[config.mk]
export PLATFORM = sky130hd
export DESIGN_NAME = hazard_ctrl_pipe
export DESIGN_NICKNAME = d
export VERILOG_FILES = /design/src/rtl/hazard_ctrl_pipe.sv
export SDC_FILE = /design/constraint.sdc
export NUM_CORES = 1
export LEC_CHECK = 0
export ABC_AREA = 0
export CAP_MARGIN = 30
export CORE_UTILIZATION = 33
export DETAILED_ROUTE_END_ITERATION = 12
export GPL_ROUTABILITY_DRIVEN = 0
export PLACE_DENSITY_LB_ADDON = 0.05
export SYNTH_ARGS = -nofsm -noshare
export SYNTH_HDL_FRONTEND = slang
export SYNTH_SLANG_ARGS = --single-unit
[constraint.sdc]
create_clock -name i_clk -period 2.55 [get_ports i_clk]
set_input_delay 0.51 -clock i_clk [delete_from_list [all_inputs] [get_ports i_clk]]
set_output_delay 0.51 -clock i_clk [all_outputs]
set_load 0.02 [all_outputs]
[src/rtl/hazard_ctrl_pipe.sv]
// hazard_ctrl_pipe: pipeline hazard controller for load-use, load latency, mispredict and interrupt entry
module hazard_ctrl_pipe #(
  parameter int XLEN      = 32,
  parameter int RA_W      = 5,
  parameter int LOAD_LAT  = 2,
  parameter int WB_BYPASS = 1
) (
  input  logic            i_clk,
  input  logic            i_reset,
  input  logic [RA_W-1:0] i_id_rs1_addr,
  input  logic [RA_W-1:0] i_id_rs2_addr,
  input  logic            i_id_use_rs1,
  input  logic            i_id_use_rs2,
  input  logic [RA_W-1:0] i_ex_rd_addr,
  input  logic [RA_W-1:0] i_mem_rd_addr,
  input  logic [RA_W-1:0] i_wb_rd_addr,
  input  logic            i_ex_rd_wren,
  input  logic            i_mem_rd_wren,
  input  logic            i_wb_rd_wren,
  input  logic            i_ex_is_load,
  input  logic            i_mem_is_load,
  input  logic            i_ex_is_ctrl,
  input  logic            i_ex_taken,
  input  logic [XLEN-1:0] i_ex_target,
  input  logic            i_ex_pred_taken,
  input  logic [XLEN-1:0] i_ex_pred_target,
  input  logic            i_intr_req,
  input  logic            i_intr_en,
  output logic            o_pc_en,
  output logic            o_stall_id,
  output logic            o_stall_ex,
  output logic            o_stall_mem,
  output logic            o_flush_id,
  output logic            o_flush_ex,
  output logic            o_flush_wb,
  output logic            o_redirect,
  output logic            o_intr_ack,
  output logic [1:0]      o_state,
  output logic [15:0]     o_mispred_cnt
);
  typedef enum logic [1:0] {RUN = 2'd0, MEM_WAIT = 2'd1, INT_DRAIN = 2'd2} state_e;
  state_e      state_q, state_d;
  logic [2:0]  cnt_q, cnt_d;
  logic        wait_done_q, wait_done_d;
  logic [15:0] mispred_cnt_q, mispred_cnt_d;
  logic        match_ex, match_wb, loaduse, mispred, memwait, intr_ok;
  logic        unused_mem;
  assign unused_mem = ^{i_mem_rd_addr, i_mem_rd_wren};
  assign match_ex = i_ex_rd_wren && i_ex_rd_addr != '0 &&
                    ((i_ex_rd_addr == i_id_rs1_addr && i_id_use_rs1) || (i_ex_rd_addr == i_id_rs2_addr && i_id_use_rs2));
  assign match_wb = i_wb_rd_wren && i_wb_rd_addr != '0 &&
                    ((i_wb_rd_addr == i_id_rs1_addr && i_id_use_rs1) || (i_wb_rd_addr == i_id_rs2_addr && i_id_use_rs2));
  assign loaduse = (match_ex && i_ex_is_load) || (WB_BYPASS == 0 && match_wb);
  assign mispred = i_ex_is_ctrl && (i_ex_taken != i_ex_pred_taken || (i_ex_taken && i_ex_target != i_ex_pred_target));
  assign memwait = i_mem_is_load && LOAD_LAT != 0 && !wait_done_q;
  assign intr_ok = i_intr_req && i_intr_en && !i_ex_is_ctrl && !i_ex_is_load && !i_mem_is_load;
  assign o_state = state_q;
  assign o_mispred_cnt = mispred_cnt_q;
  always_comb begin
    state_d       = state_q;
    cnt_d         = cnt_q;
    wait_done_d   = wait_done_q;
    mispred_cnt_d = mispred_cnt_q;
    o_pc_en       = 1'b1;
    o_stall_id    = 1'b0;
    o_stall_ex    = 1'b0;
    o_stall_mem   = 1'b0;
    o_flush_id    = 1'b0;
    o_flush_ex    = 1'b0;
    o_flush_wb    = 1'b0;
    o_redirect    = 1'b0;
    o_intr_ack    = 1'b0;
    case (state_q)
      RUN: begin
        if (memwait) begin
          {o_pc_en, o_stall_id, o_stall_ex, o_stall_mem, o_flush_wb} = 5'b01111;
          if (LOAD_LAT == 1) begin
            wait_done_d = 1'b1;
          end else begin
            state_d = MEM_WAIT;
            cnt_d   = 3'(LOAD_LAT - 1);
          end
        end else begin
          wait_done_d = 1'b0;
          if (mispred) begin
            {o_redirect, o_flush_id, o_flush_ex} = 3'b111;
            mispred_cnt_d = mispred_cnt_q + {15'd0, mispred_cnt_q != 16'hFFFF};
          end else if (loaduse) begin
            {o_pc_en, o_stall_id, o_flush_ex} = 3'b011;
          end else if (intr_ok) begin
            {o_pc_en, o_flush_id} = 2'b01;
            cnt_d   = 3'd2;
            state_d = INT_DRAIN;
          end
        end
      end
      MEM_WAIT: begin
        {o_pc_en, o_stall_id, o_stall_ex, o_stall_mem, o_flush_wb} = 5'b01111;
        cnt_d = cnt_q - 3'd1;
        if (cnt_q == 3'd1) begin
          state_d     = RUN;
          wait_done_d = 1'b1;
        end
      end
      INT_DRAIN: begin
        {o_pc_en, o_flush_id} = 2'b01;
        cnt_d = cnt_q - 3'd1;
        if (cnt_q == 3'd1) begin
          o_intr_ack = 1'b1;
          state_d    = RUN;
        end
      end
      default: state_d = RUN;
    endcase
    // reset overrides everything so no ack or stall escapes an aborted sequence
    if (i_reset) begin
      {o_pc_en, o_stall_id, o_stall_ex, o_stall_mem} = 4'b0000;
      {o_flush_id, o_flush_ex, o_flush_wb, o_redirect, o_intr_ack} = 5'b11100;
    end
  end
  always_ff @(posedge i_clk) begin
    if (i_reset) begin
      state_q       <= RUN;
      cnt_q         <= '0;
      wait_done_q   <= 1'b0;
      mispred_cnt_q <= '0;
    end else begin
      state_q       <= state_d;
      cnt_q         <= cnt_d;
      wait_done_q   <= wait_done_d;
      mispred_cnt_q <= mispred_cnt_d;
    end
  end
endmodule

==> results of run 1 <==
[repair_timing]
action                     4_1_cts  5_1_grt
pin swaps                       47       30
buffers inserted                 4        1
gates resized for setup        183       59
setup endpoints to repair        8       16
[power by group through the flow]
stage	Sequential (µW)	Clock, µW	Combinational [µW]
floorplan	374	0	163
global placement	370	0	407
detailed placement	370	0	412
CTS	362	252	378
global route	363	266	419
finish	362	245	383
[metal layers]
metal | part of all wire [%] | global-route usage [%] | wire length, µm
met5 | 0 | 0 | 0
met4 | 0.95 | 4.23 | 57
met3 | 7.0 | 5.27 | 420
met2 | 50 | 36.5 | 2980
met1 | 42 | 25.3 | 2520
[sequential cells by signal, summed over array words and instances, names as in the netlist]
name and flops:
o_state 2, o_mispred_cnt 16, cnt_q 3, wait_done_q 1
[metrics by stage]
| stage | cells | total power (µW) |
|---|---|---|
| after floorplan | 227 | 537 |
| after global placement | 435 | 777 |
| after detailed placement | 435 | 782 |
| after CTS | 443 | 991 |
| after global routing | 444 | 1050 |
| final | 444 | 990 |
[worst paths after layout]
kind                            depth (start not counted)            startpoint  slack, ns          endpoint
worst max-delay path                                    9  i_ex_pred_target[16]      -0.14        o_flush_id
worst min-delay path                                    2              cnt_q[1]       0.50          cnt_q[1]
worst min register to register                          2              cnt_q[1]       0.50          cnt_q[1]
worst max register to register                         10      o_mispred_cnt[5]       0.29  o_mispred_cnt[9]
[kinds of logic (layout without fill, tap and decap cells)]
family / after synthesis / after routing / share of synthesized area, %
AND/OR/NAND/NOR: 87 / 87 / 27.1
AO/OA/AOI/OAI: 50 / 50 / 16.8
multiplexers: 4 / 4 / 2.42
adder cells (fa/ha/maj): 7 / 7 / 4.83
flip-flops: 22 / 22 / 24.3
XOR/XNOR: 43 / 43 / 20.8
buffers and inverters: 14 / 161 / 3.80
[worst max-delay path: cells and delay by family]
family | cells | cell delay [ns]
compound gates | 2 | 0.39
simple gates | 3 | 0.77
xor+xnor | 1 | 0.15
buf+inv | 3 | 0.36
[cell usage in the layout, fill, tap and decap left out, types with 2 or more instances in the layout]
cell and instances:
xor2_1 39, nor4_1 9, nor2b_1 6, clkbuf_8 4, o21ai_1 4, o21ai_2 2
buf_2 14, and4_1 2, a21oi_1 16, nor2_2 2, nor2_1 13, nand3_1 7
ha_1 7, a211oi_1 2, o31ai_1 5, nand3b_1 2, and2_1 2, dlygate4sd2_1 13
or4_1 7, clkdlybuf4s15_1 20, buf_4 35, o21ai_0 8, dfxtp_1 22, nand4_1 8
dlymetal6s2s_1 3, nand2b_1 3, a21oi_2 3, xnor2_1 4, clkbuf_2 20, buf_6 12
nand2_1 9, mux2_1 3, or3_1 6, clkdlybuf4s50_1 35, nor3_1 3, inv_1 5
[final cells by class]
cell class / count / area [µm²]
fill: 497 / 1970
clock buffer: 4 / 55.1
sequential: 22 / 440
tap: 70 / 87.6
timing repair buffer: 152 / 1270
inverter: 5 / 18.8
multi-input combinational: 191 / 1370
==> flow_metrics.py, run 1 <==
metrics = {
    "worst_setup_path": {
        "critPathArrivalTime_ns": 2.18,
        "slowest_stage": "a311o_1",
        "cp-start-kind": "input port",
        "crit_type": "in2out",
        "critPathRequiredTime_ns": 2.04,
        "cp-end-kind": "output pin",
        "slowest_delay_ns": 0.33,
        "cp_common_cell": "buf_6",
        "crit_chain": "buf_6, xor2_1, nor4_1, nand4_1, nor3_4, buf_4, o21bai_1, a311o_1, buf_6",
        "path_max_fanout": 2,
    },
    "power_and_ir_drop": {
        "power_frac_comb_pct": 38.7,
        "swShare_pct": 29.5,
        "p_sw_uw": 292,
        "p_per_area_nw_per_um2": 306,
        "p_leak_uw": 0.00137,
        "ir_drop_v": 0.000189,
        "clockPowerShare_pct": 24.8,
        "internal_power_uw": 698,
        "pwr-share-seq_pct": 36.5,
    },
    "timing": {
        "period_share_pct": 106,
        "grt_setup_unrepaired": "true",
        "hold_violations": 0,
        "skew_ns": 0.00271,
        "relSlewSlack_pct": 77.4,
        "worst_pin_slew_ns": 0.337,
        "min_period_ns": 2.69,
        "slew_violations": 0,
        "fin_tns_setup_ns": -0.353,
        "layout_setup_ws_ns": -0.140,
        "fmax_mhz": 372,
        "whs_ns": 0.502,
        "setup_viol": 5,
    },
    "grt": {
        "grt_overflow_total": 0,
        "grt_pass1_vias": 2183,
        "grt_use_total_pct": 20.7,
        "grt_max_degree": 26,
        "grt_pass1_wl_um": 9950,
        "antenna_found_initial": 0,
    },
    "clock_tree": {
        "clkLatencyLatePin_ns": 0.25,
        "root_buffer": "clkbuf_8",
        "cts_tree": "yes",
        "clkTransAtPathRegs_ns": 0.08,
        "clock_sinks": 22,
        "numCtsBuffers": 3,
        "ctsHtreeMaxLevel": 1,
        "clock_path_buffers": 2,
        "cts_hold_buffers": 0,
    },
    "layout": {
        "diodes": 0,
        "layout.nets": 485,
        "area_growth_pct": 78.7,
        "final_util_pct": 62.2,
        "drive_gt1_share_pct": 26.7,
        "fin_area_um2": 3240,
    },
    "yosys": {
        "yosys.area.top_type_share_pct": 24.3,
        "synth_area_um2": 1810,
        "synthMostInstantiatedCell": "xor2_1",
        "synth_edf_count": 0,
        "seq_area_frac_synth_pct": 24.3,
        "yosysWarningCount": 0,
        "netlist_instances": 227,
        "synth_top_area_cell": "dfxtp_1",
        "synth.top_cells.by_count": "xor2_1 (39), dfxtp_1 (22), a21oi_1 (19)",
        "syn_nets": 337,
        "synth-seq-cells": 22,
        "synth.avg_cell_area_um2": 7.99,
        "synth_flop_cell": "dfxtp_1",
        "ys_types": 41,
        "async_flop_share_pct": 0,
        "synthTopCellsByArea": "dfxtp_1 (24%), xor2_1 (19%), a21oi_1 (5.2%), ha_1 (4.8%), nor4_1 (3.5%)",
    },
    "floorplanning": {
        "die_area_um2": 5790,
        "rows": 26,
        "die_width_um": 76.1,
        "die_h_um": 76.1,
        "initial_utilization_pct": 34.8,
        "core-area_um2": 5200,
        "ioPinCount": 130,
    },
    "routing": {
        "antenna_left": 0,
        "drt-initial-drc-count": 92,
        "wire_per_inst_um": 13.5,
        "drtPass1Iterations": 4,
        "drc": 0,
        "drt_wl_total_um": 5970,
        "vias": 2229,
        "avgViaCountPerCell": 5.02,
    },
    "outcome": {
        "violations": "setup timing",
        "status": "complete, but fails checks",
    },
    "min_path": {
        "hold_class": "reg2reg",
    },
    "place": {
        "pre_cts_ws_ns": -0.801,
        "hpwlAfterDp_um": 4940,
        "placed_area_um2": 3250,
        "io_buffers": 117,
    },
    "run": {
        "drv_cap": 0,
    },
}
No activity file was read; power rests on OpenSTA's default activity.
==> run 2, diff against run 1 <==
CORE_UTILIZATION = 35   (was 33)
==> flow_metrics.py, run 2 (synthesis results as in run 1) <==
metrics = {
    "outcome": {
        "violations": "setup timing",
        "status": "complete, but fails checks",
    },
    "worst_setup_path": {
        "cp-end-kind": "output pin",
        "crit_chain": "buf_2, xor2_1, nor4_1, nand4_1, nor3_2, buf_4, o21bai_4, a311o_1, buf_6",
        "critPathRequiredTime_ns": 2.04,
        "critPathArrivalTime_ns": 2.13,
        "slowest_stage": "a311o_1",
        "crit_type": "in2out",
        "cp-start-kind": "input port",
        "slowest_delay_ns": 0.32,
        "path_max_fanout": 2,
    },
    "grt": {
        "grt_use_total_pct": 22.2,
        "grt_overflow_total": 0,
        "antenna_found_initial": 0,
        "grt_max_degree": 21,
        "grt_pass1_vias": 2117,
        "grt_pass1_wl_um": 9520,
    },
    "layout": {
        "seqCellArea_um2": 440,
        "fillers": 443,
        "multi_input_area_um2": 1410,
        "final_util_pct": 67.8,
        "final_cell_mix": "xor2_1 (39), buf_4 (35), clkdlybuf4s50_1 (32)",
        "fin_area_um2": 3290,
        "layout_commonest_cell": "xor2_1",
        "largest_reg_flops": 16,
        "drive_gt1_share_pct": 30.5,
        "layout.nets": 488,
        "area_growth_pct": 81.2,
        "diodes": 0,
    },
    "clock_tree": {
        "numCtsBuffers": 3,
        "clock_sinks": 22,
        "clkLatencyLatePin_ns": 0.27,
        "cts_tree": "yes",
        "clock_path_buffers": 2,
        "ctsHtreeMaxLevel": 1,
        "clkTransAtPathRegs_ns": 0.08,
        "cts_hold_buffers": 0,
        "root_buffer": "clkbuf_8",
    },
    "run": {
        "drv_cap": 0,
    },
    "timing": {
        "whs_ns": 0.513,
        "period_share_pct": 103,
        "fmax_mhz": 379,
        "skew_ns": 0.00408,
        "setup_viol": 3,
        "layout_setup_ws_ns": -0.0875,
        "relSlewSlack_pct": 80.5,
        "grt_setup_unrepaired": "true",
        "min_period_ns": 2.64,
        "slew_violations": 0,
        "worst_pin_slew_ns": 0.293,
        "hold_violations": 0,
    },
    "min_path": {
        "hold_class": "reg2reg",
    },
    "place": {
        "io_buffers": 117,
        "placed_area_um2": 3270,
        "pre_cts_ws_ns": -0.831,
        "hpwlAfterDp_um": 4780,
    },
    "routing": {
        "vias": 2258,
        "avgViaCountPerCell": 5.09,
        "drt-initial-drc-count": 159,
        "antenna_left": 0,
        "drt_wl_total_um": 6010,
        "drc": 0,
        "wire_per_inst_um": 13.5,
        "drtPass1Iterations": 4,
    },
    "floorplanning": {
        "initial_utilization_pct": 37.4,
        "die_width_um": 74.0,
        "rows": 25,
        "die_area_um2": 5470,
        "core-area_um2": 4850,
        "ioPinCount": 130,
        "die_h_um": 74.0,
    },
    "power_and_ir_drop": {
        "power_uw": 1090,
        "ir_drop_v": 0.000190,
        "p_leak_uw": 0.00138,
        "p_per_area_nw_per_um2": 331,
    },
}
[run 2: changes by cell type in the layout (fill, tap and decap cells not counted), moves of 3 or more]
| cell | before | now |
|---|---|---|
| clkdlybuf4s50_1 | 35 | 32 |
| nor4_2 | 1 | 6 |
| buf_2 | 14 | 30 |
| clkdlybuf4s15_1 | 20 | 12 |
| nor4_1 | 9 | 4 |
| dlygate4sd2_1 | 13 | 20 |
| clkbuf_2 | 20 | 12 |
[run 2: metrics by stage]
stage          TNS [ns]  std cells
3_5_place_dp      -5.33        433
4_1_cts          -0.104        445
3_3_place_gp      -5.19        433
5_1_grt          -0.524        444
6_report         -0.151        444
2_1_floorplan         0        227
[run 2: final timing paths]
path                     from               end  slack (ns)  cells after the start
max           i_ex_target[27]        o_flush_id       -0.09                      9
min                  cnt_q[1]          cnt_q[1]        0.51                      2
max reg2reg  o_mispred_cnt[4]  o_mispred_cnt[4]        0.18                     11
min reg2reg          cnt_q[1]          cnt_q[1]        0.51                      2
[run 2: per-layer routing]
| metal | vias up | wire length (µm) | global-route usage, % |
|---|---|---|---|
| met5 | - | 0 | 0 |
| met4 | 0 | 72 | 6.41 |
| met3 | 7 | 443 | 5.56 |
| met2 | 89 | 3000 | 38.0 |
| met1 | 1025 | 2490 | 27.4 |
| li1 | 1137 | - | - |
[run 2: timing repair]
item / in CTS / in global routing
gates resized for setup: 212 / 43
gates cloned: 0 / 1
pin swaps: 54 / 29
endpoints found under the setup margin: 8 / 12
setup buffers: 8 / 1
endpoints found under the hold margin: 0 / 0
[run 2: area by class of cell]
cell class,count,share of cell area [%]
timing repair buffer,155,38.3
multi-input combinational,191,43.0
sequential,22,13.4
tap,67,2.55
clock inverter,1,0.914
inverter,5,0.571
clock buffer,3,1.26
[run 2: critical path: cells and delay by family]
family	cells	cell delay, ns
compound gates	2	0.37
simple gates	3	0.69
xor+xnor	1	0.15
buf+inv	3	0.40
[run 2: power by group]
part,leakage [µW],switching [µW],internal [µW]
registers,0.000178,8.19,354
clock network,0.0000357,124,210
logic,0.00117,182,208
